### src/rtl/mul_share_pkg.sv
// -----------------------------------------------------------------------------
// mul_share_pkg
// Shared widths and types for the shared-multiplier arbiter slice.
//   OP_W    : operand width (signed)
//   PROD_W  : full-precision product width
//   CNT_W   : width of each optional per-requester grant counter
//   operand_t / product_t : signed operand and product types
// -----------------------------------------------------------------------------
package mul_share_pkg;

  localparam int OP_W   = 24;
  localparam int PROD_W = 48;
  localparam int CNT_W  = 16;

  localparam logic [CNT_W-1:0] CNT_MAX = '1;

  typedef logic signed [OP_W-1:0]   operand_t;
  typedef logic signed [PROD_W-1:0] product_t;

endpackage

### src/rtl/mul24.sv
// -----------------------------------------------------------------------------
// mul24
// Purely combinational 24x24 signed multiplier with a full 48-bit result.
// Ports:
//   a   : signed operand A
//   b   : signed operand B
//   out : signed product a*b, full precision, no saturation
// -----------------------------------------------------------------------------
module mul24
  import mul_share_pkg::*;
(
  input  operand_t a,
  input  operand_t b,
  output product_t out
);

  // Both operands are widened to the product width before multiplying so the
  // result keeps every bit, including -2^23 * -2^23 = 2^46.
  assign out = product_t'(a) * product_t'(b);

endmodule

### src/rtl/mul_share_arb.sv
// -----------------------------------------------------------------------------
// mul_share_arb
// NREQ requesters share one 24x24 signed multiplier through a round-robin
// arbiter and a two-stage pipeline (S1: operands + id, S2: product + id).
// Ports:
//   clk, rst_n            : clock (rising edge), async active-low reset
//   req_valid / req_ready : per-requester handshake, at most one ready bit high
//   req_a / req_b         : packed signed operands, requester i at [24*i +: 24]
//   rsp_valid / rsp_ready : product handshake
//   rsp_data / rsp_id     : signed product and issuing requester index
//   busy                  : any pipeline stage holds an entry
//   grant_cnt             : per-requester saturating transfer counters, only
//                           present when MUL_SHARE_ARB_STATS_EN is defined
// -----------------------------------------------------------------------------
module mul_share_arb
  import mul_share_pkg::*;
#(
  parameter  int NREQ = 2,
  localparam int ID_W = $clog2(NREQ)
) (
  input  logic                   clk,
  input  logic                   rst_n,
  input  logic [NREQ-1:0]        req_valid,
  output logic [NREQ-1:0]        req_ready,
  input  logic [NREQ*OP_W-1:0]   req_a,
  input  logic [NREQ*OP_W-1:0]   req_b,
  output logic                   rsp_valid,
  input  logic                   rsp_ready,
  output logic [PROD_W-1:0]      rsp_data,
  output logic [ID_W-1:0]        rsp_id,
  output logic                   busy
`ifdef MUL_SHARE_ARB_STATS_EN
  ,
  output logic [NREQ*CNT_W-1:0]  grant_cnt
`endif
);

  // Pipeline state
  logic            s1Valid_q;
  operand_t        s1A_q, s1B_q;
  logic [ID_W-1:0] s1Id_q;
  logic            s2Valid_q;
  product_t        s2Data_q;
  logic [ID_W-1:0] s2Id_q;

  // Arbitration state
  logic [ID_W-1:0] ptr_q, ptr_d;
  logic [ID_W-1:0] grantIdx, hiIdx, anyIdx;
  logic            foundHi;
  logic            anyValid;

  logic            s2Load;
  logic            canAccept;
  logic            reqXfer;
  logic [NREQ-1:0] reqReady;
  operand_t        selA, selB;
  product_t        product;

  // S2 frees up when empty or draining; S1 can take a new entry whenever it
  // is empty or moving into S2 in the same cycle.
  assign s2Load    = !s2Valid_q || rsp_ready;
  assign canAccept = !s1Valid_q || s2Load;
  assign anyValid  = |req_valid;

  // Round-robin pick: the lowest valid index at or above ptr wins; if none
  // exists the search wraps and the lowest valid index overall wins. Walking
  // downward leaves the lowest candidate in each register.
  always_comb begin
    hiIdx   = '0;
    anyIdx  = '0;
    foundHi = 1'b0;
    for (int i = NREQ - 1; i >= 0; i--) begin
      if (req_valid[i]) begin
        anyIdx = ID_W'(i);
        if (i >= int'(ptr_q)) begin
          hiIdx   = ID_W'(i);
          foundHi = 1'b1;
        end
      end
    end
    grantIdx = foundHi ? hiIdx : anyIdx;
  end

  // Ready is a one-hot of the grant, suppressed while in reset so nothing can
  // look accepted before the pipeline is live.
  always_comb begin
    reqReady = '0;
    if (rst_n && canAccept && anyValid) begin
      reqReady[grantIdx] = 1'b1;
    end
  end

  assign req_ready = reqReady;
  assign reqXfer   = |(req_valid & reqReady);

  // Operand mux for the granted requester
  always_comb begin
    selA = req_a[OP_W*grantIdx +: OP_W];
    selB = req_b[OP_W*grantIdx +: OP_W];
  end

  // Pointer moves past the winner only on a completed transfer
  always_comb begin
    ptr_d = ptr_q;
    if (reqXfer) begin
      ptr_d = (grantIdx == ID_W'(NREQ - 1)) ? '0 : grantIdx + 1'b1;
    end
  end

  mul24 u_mul24 (
    .a   (s1A_q),
    .b   (s1B_q),
    .out (product)
  );

  // Two pipeline stages plus the arbitration pointer
  always_ff @(posedge clk or negedge rst_n) begin
    if (!rst_n) begin
      s1Valid_q <= 1'b0;
      s1A_q     <= '0;
      s1B_q     <= '0;
      s1Id_q    <= '0;
      s2Valid_q <= 1'b0;
      s2Data_q  <= '0;
      s2Id_q    <= '0;
      ptr_q     <= '0;
    end else begin
      ptr_q <= ptr_d;
      if (s2Load) begin
        s2Valid_q <= s1Valid_q;
        if (s1Valid_q) begin
          s2Data_q <= product;
          s2Id_q   <= s1Id_q;
        end
      end
      if (reqXfer) begin
        s1Valid_q <= 1'b1;
        s1A_q     <= selA;
        s1B_q     <= selB;
        s1Id_q    <= grantIdx;
      end else if (s2Load) begin
        s1Valid_q <= 1'b0;
      end
    end
  end

  assign rsp_valid = s2Valid_q;
  assign rsp_data  = s2Data_q;
  assign rsp_id    = s2Id_q;
  assign busy      = s1Valid_q || s2Valid_q;

`ifdef MUL_SHARE_ARB_STATS_EN
  logic [CNT_W-1:0] grantCnt_q [NREQ];

  // Per-requester transfer counters that stick at their maximum
  always_ff @(posedge clk or negedge rst_n) begin
    if (!rst_n) begin
      for (int i = 0; i < NREQ; i++) begin
        grantCnt_q[i] <= '0;
      end
    end else begin
      for (int i = 0; i < NREQ; i++) begin
        if (reqXfer && (grantIdx == ID_W'(i)) && (grantCnt_q[i] != CNT_MAX)) begin
          grantCnt_q[i] <= grantCnt_q[i] + 1'b1;
        end
      end
    end
  end

  always_comb begin
    grant_cnt = '0;
    for (int i = 0; i < NREQ; i++) begin
      grant_cnt[CNT_W*i +: CNT_W] = grantCnt_q[i];
    end
  end
`endif

endmodule
### config.mk
export PLATFORM = sky130hd
export DESIGN_NAME = mul_share_arb
export DESIGN_NICKNAME = d
export VERILOG_FILES = /design/src/rtl/mul_share_pkg.sv /design/src/rtl/mul24.sv /design/src/rtl/mul_share_arb.sv
export SDC_FILE = /design/constraint.sdc
export NUM_CORES = 2
export LEC_CHECK = 0
export CAP_MARGIN = 30
export CORE_ASPECT_RATIO = 0.8
export CORE_UTILIZATION = 55
export CTS_CLUSTER_DIAMETER = 80
export DETAILED_ROUTE_END_ITERATION = 12
export MAX_ROUTING_LAYER = met4
export PLACE_DENSITY = 0.75
export SYNTH_ARGS = -nofsm -noshare
export SYNTH_HDL_FRONTEND = slang
export SYNTH_SLANG_ARGS = --single-unit
### constraint.sdc
create_clock -name clk -period 9.28 [get_ports clk]
set_clock_uncertainty 0.15 [all_clocks]
set_input_delay 1.392 -clock clk [delete_from_list [all_inputs] [get_ports clk]]
set_output_delay 1.392 -clock clk [all_outputs]
set_load 0.05 [all_outputs]
==> flow_metrics.env <==
export IMPL_finalCriticalPeriod_ns=8.08
export IMPL_design_core_area_mm2=0.0448
export IMPL_fmaxAchievable_ghz=0.124
export IMPL_drc=0
export IMPL_cp_required_ns=9.37
export IMPL_post_cts_resized=0
export IMPL_slew_headroom_pct=23.3
export IMPL_vias_per_cell=5.55
export IMPL_path_buf_inv=5
export IMPL_worstPathCellList="nand2_1 > fa_1 > fa_1 > fa_1 > inv_1 > fa_1 > inv_1 > fa_1 > inv_1 > fa_1 > inv_1 > fa_1 > inv_1 > ha_1 > a21oi_1 > o211ai_2 > a21o_1 > a221oi_2 > a2111oi_4 > nor3_2 > o311ai_2 > xnor2_1 > o21ai_1"
export IMPL_final_layout_size_suffix_gt1_share_pct=2.42
export IMPL_synth_edff_count=0
export IMPL_gp_congestion=0.954
export IMPL_crit_path_end_kind="flop"
export IMPL_dieArea_mm2=0.0467
export IMPL_num_vias=18480
export IMPL_syn_inst=2667
export IMPL_hold_violations=0
export IMPL_clk_pin_slew_ns=0.09
export IMPL_slowest_delay_ns=1.11
export IMPL_finalSetupTns_ns=0
export IMPL_rsz0062_at_grt="no"
export IMPL_outcome="complete, no violations"
export IMPL_cts_htree_levels=3
export IMPL_yosysTopAreaCellShare_pct=48.2
export IMPL_fin_nets=3562
export IMPL_cts_inserted_buffers=9
export IMPL_worst_path_most_repeated_cell="fa_1"
export IMPL_clockBufferDepth=2
export IMPL_pin_count=154
export IMPL_grt_max_degree=63
export IMPL_port_buffers=153
export IMPL_synth_warnings=0
export IMPL_antenna_left=0
export IMPL_mostFrequentLayoutCells="637 x inv_1, 607 x fa_1, 363 x nand2_1"
export IMPL_cp_max_fo=25
export IMPL_synthTopCellsByArea="fa_1 48%, dfrtp_1 10%, inv_1 9.5%"
export IMPL_wl_um=67300
export IMPL_final_period_utilization_pct=87.1
export IMPL_fp_dieH_um=194
export IMPL_drt_initial_drc_count=1695
export IMPL_track_usage_pct=32.1
export IMPL_cts_hold_buffers=0
export IMPL_wl_per_cell_um=20.2
export IMPL_critPathLaunchType="flop"
export IMPL_final_common_cell="inv_1"
export IMPL_setup_viol_count_final=0
export IMPL_grt_pass1_vias=20343
export IMPL_critPathKind="reg -> reg"
export IMPL_synth_ff_type="dfrtp_1"
export IMPL_slew_violations=0
export IMPL_start_util_pct=56.3
export IMPL_critPathTopFamily="adder cells"
export IMPL_postSynthAreaPerCell_um2=9.46
export IMPL_yosys_register_bits=101
export IMPL_insertion_delay_ns=0.37
export IMPL_area_delta_synth_final_pct=9.62
export IMPL_worst_pin_slew_ns=1.15
export IMPL_cp_slowest_cell="dfrtp_1"
export IMPL_cap_violations=0
export IMPL_hpwl_um=55000
export IMPL_worst_slack_ns=1.20
export IMPL_grt_pass1_wl_um=112000
export IMPL_cts_sinks=101
export IMPL_rows=69
export IMPL_synth_net_count=3509
export IMPL_post_place_ws_ns=1.28
export IMPL_seq_area_frac_synth_pct=10.0
export IMPL_r2r_setup_slack_ns=1.20
export IMPL_synth_cell_area_mm2=0.0252
export IMPL_crit_arrival_ns=8.17
export IMPL_dr_pass1_iters=10
export IMPL_yosys_area_top_type="fa_1"
export IMPL_cts_root_buf="clkbuf_16"
export IMPL_antenna_found_initial=2
export IMPL_synth_distinct_cells=63
export IMPL_gr_total_overflow=0
export IMPL_hold_class="reg -> reg"
export IMPL_fp_dieW_um=241
export IMPL_ys_async_sr_fraction_pct=100
export IMPL_tritoncts="yes"
export IMPL_post_cts_setup_buffer_count=0
-- state kept, by name (all words and copies together) (netlist names) --
name	count
s1A_q	24
s1Valid_q	1
s1B_q	24
rsp_id	1
ptr_q	1
rsp_valid	1
rsp_data	48
s1Id_q	1
-- layout make-up --
type,instances,area (um^2)
multi-input combinational,1786,19800
inverter,638,2390
tap,603,754
fill,3724,17200
sequential,101,2530
antenna,3,7.51
clock inverter,7,88.8
clock buffer,9,225
timing repair buffer,184,1880
-- logic make-up (layout without fill, tap and decap cells) --
group / Yosys count / after routing / share of synthesized area, %
AND/OR/NAND/NOR: 750 / 750 / 14.6
other: 0 / 3 / 0
XOR/XNOR: 52 / 52 / 1.81
AO/OA/AOI/OAI: 243 / 243 / 7.04
buffers and inverters: 780 / 838 / 11.7
adder cells (fa/ha/maj): 741 / 741 / 54.8
flip-flops: 101 / 101 / 10.0
-- metal layers --
| layer | track usage (%) | share of wire, % | vias up |
|---|---|---|---|
| met4 | 5.93 | 1.6 | 0 |
| met5 | - | 0 | - |
| met2 | 45.2 | 44 | 909 |
| met3 | 9.89 | 12 | 93 |
| met1 | 46.2 | 42 | 9484 |
| li1 | - | - | 7994 |
-- cell usage after synthesis, types with 4 or more instances --
cell and n:
fa_1 607, ha_1 134, nor2_1 39, nand3_1 13
clkbuf_1 126, a222oi_1 48, xor2_1 16, xnor2_1 36
a21o_1 33, o211ai_1 4, o21bai_1 10, dfrtp_1 101
and3_1 8, o21ai_1 29, nand2_1 364, inv_1 637
o21ai_0 34, a211oi_1 4, buf_2 12, nor3_1 5
nand2b_1 12, nand4_1 10, a21oi_1 43, and2_1 283
-- path summary, 6_finish.rpt --
kind	end	startpoint	cells after the start
setup / recovery	rsp_data[43]$_DFFE_PN0P_	s1B_q[3]$_DFFE_PN0P_	23
setup reg to reg	rsp_data[43]$_DFFE_PN0P_	s1B_q[3]$_DFFE_PN0P_	23
hold reg to reg	rsp_data[0]$_DFFE_PN0P_	rsp_data[0]$_DFFE_PN0P_	2
min in group asynchronous	rsp_id$_DFFE_PN0P_	rst_n	1
hold / removal	rsp_data[0]$_DFFE_PN0P_	rsp_data[0]$_DFFE_PN0P_	2
max in group asynchronous	s1A_q[12]$_DFFE_PN0P_	rst_n	2
-- metrics by stage --
stage	hold WS, ns	std cells	instance area [um^2]	util, %
final	0.330	3331	27600	61.7
after global routing	0.343	3330	27600	61.7
after CTS	0.328	3327	27600	61.6
after detailed placement	0.309	3311	27300	60.9
after global placement	0.308	3306	27200	60.6
after floorplan	0.289	2667	25200	-
-- worst reg2reg max path, delay by kind of cell, from the launching register on --
kind,cells,cell delay [ns]
adders and majority gates,8,4.04
AOI/OAI and AO/OA,7,1.46
DFF,1,1.11
and+or+nand+nor,2,0.66
buffers and inverters,5,0.29
xor gates and xnor gates,1,0.24
Power is left out: the tool's default activity adds up to more than one toggle a clock period on the data nets, which glitch-free logic cannot reach.
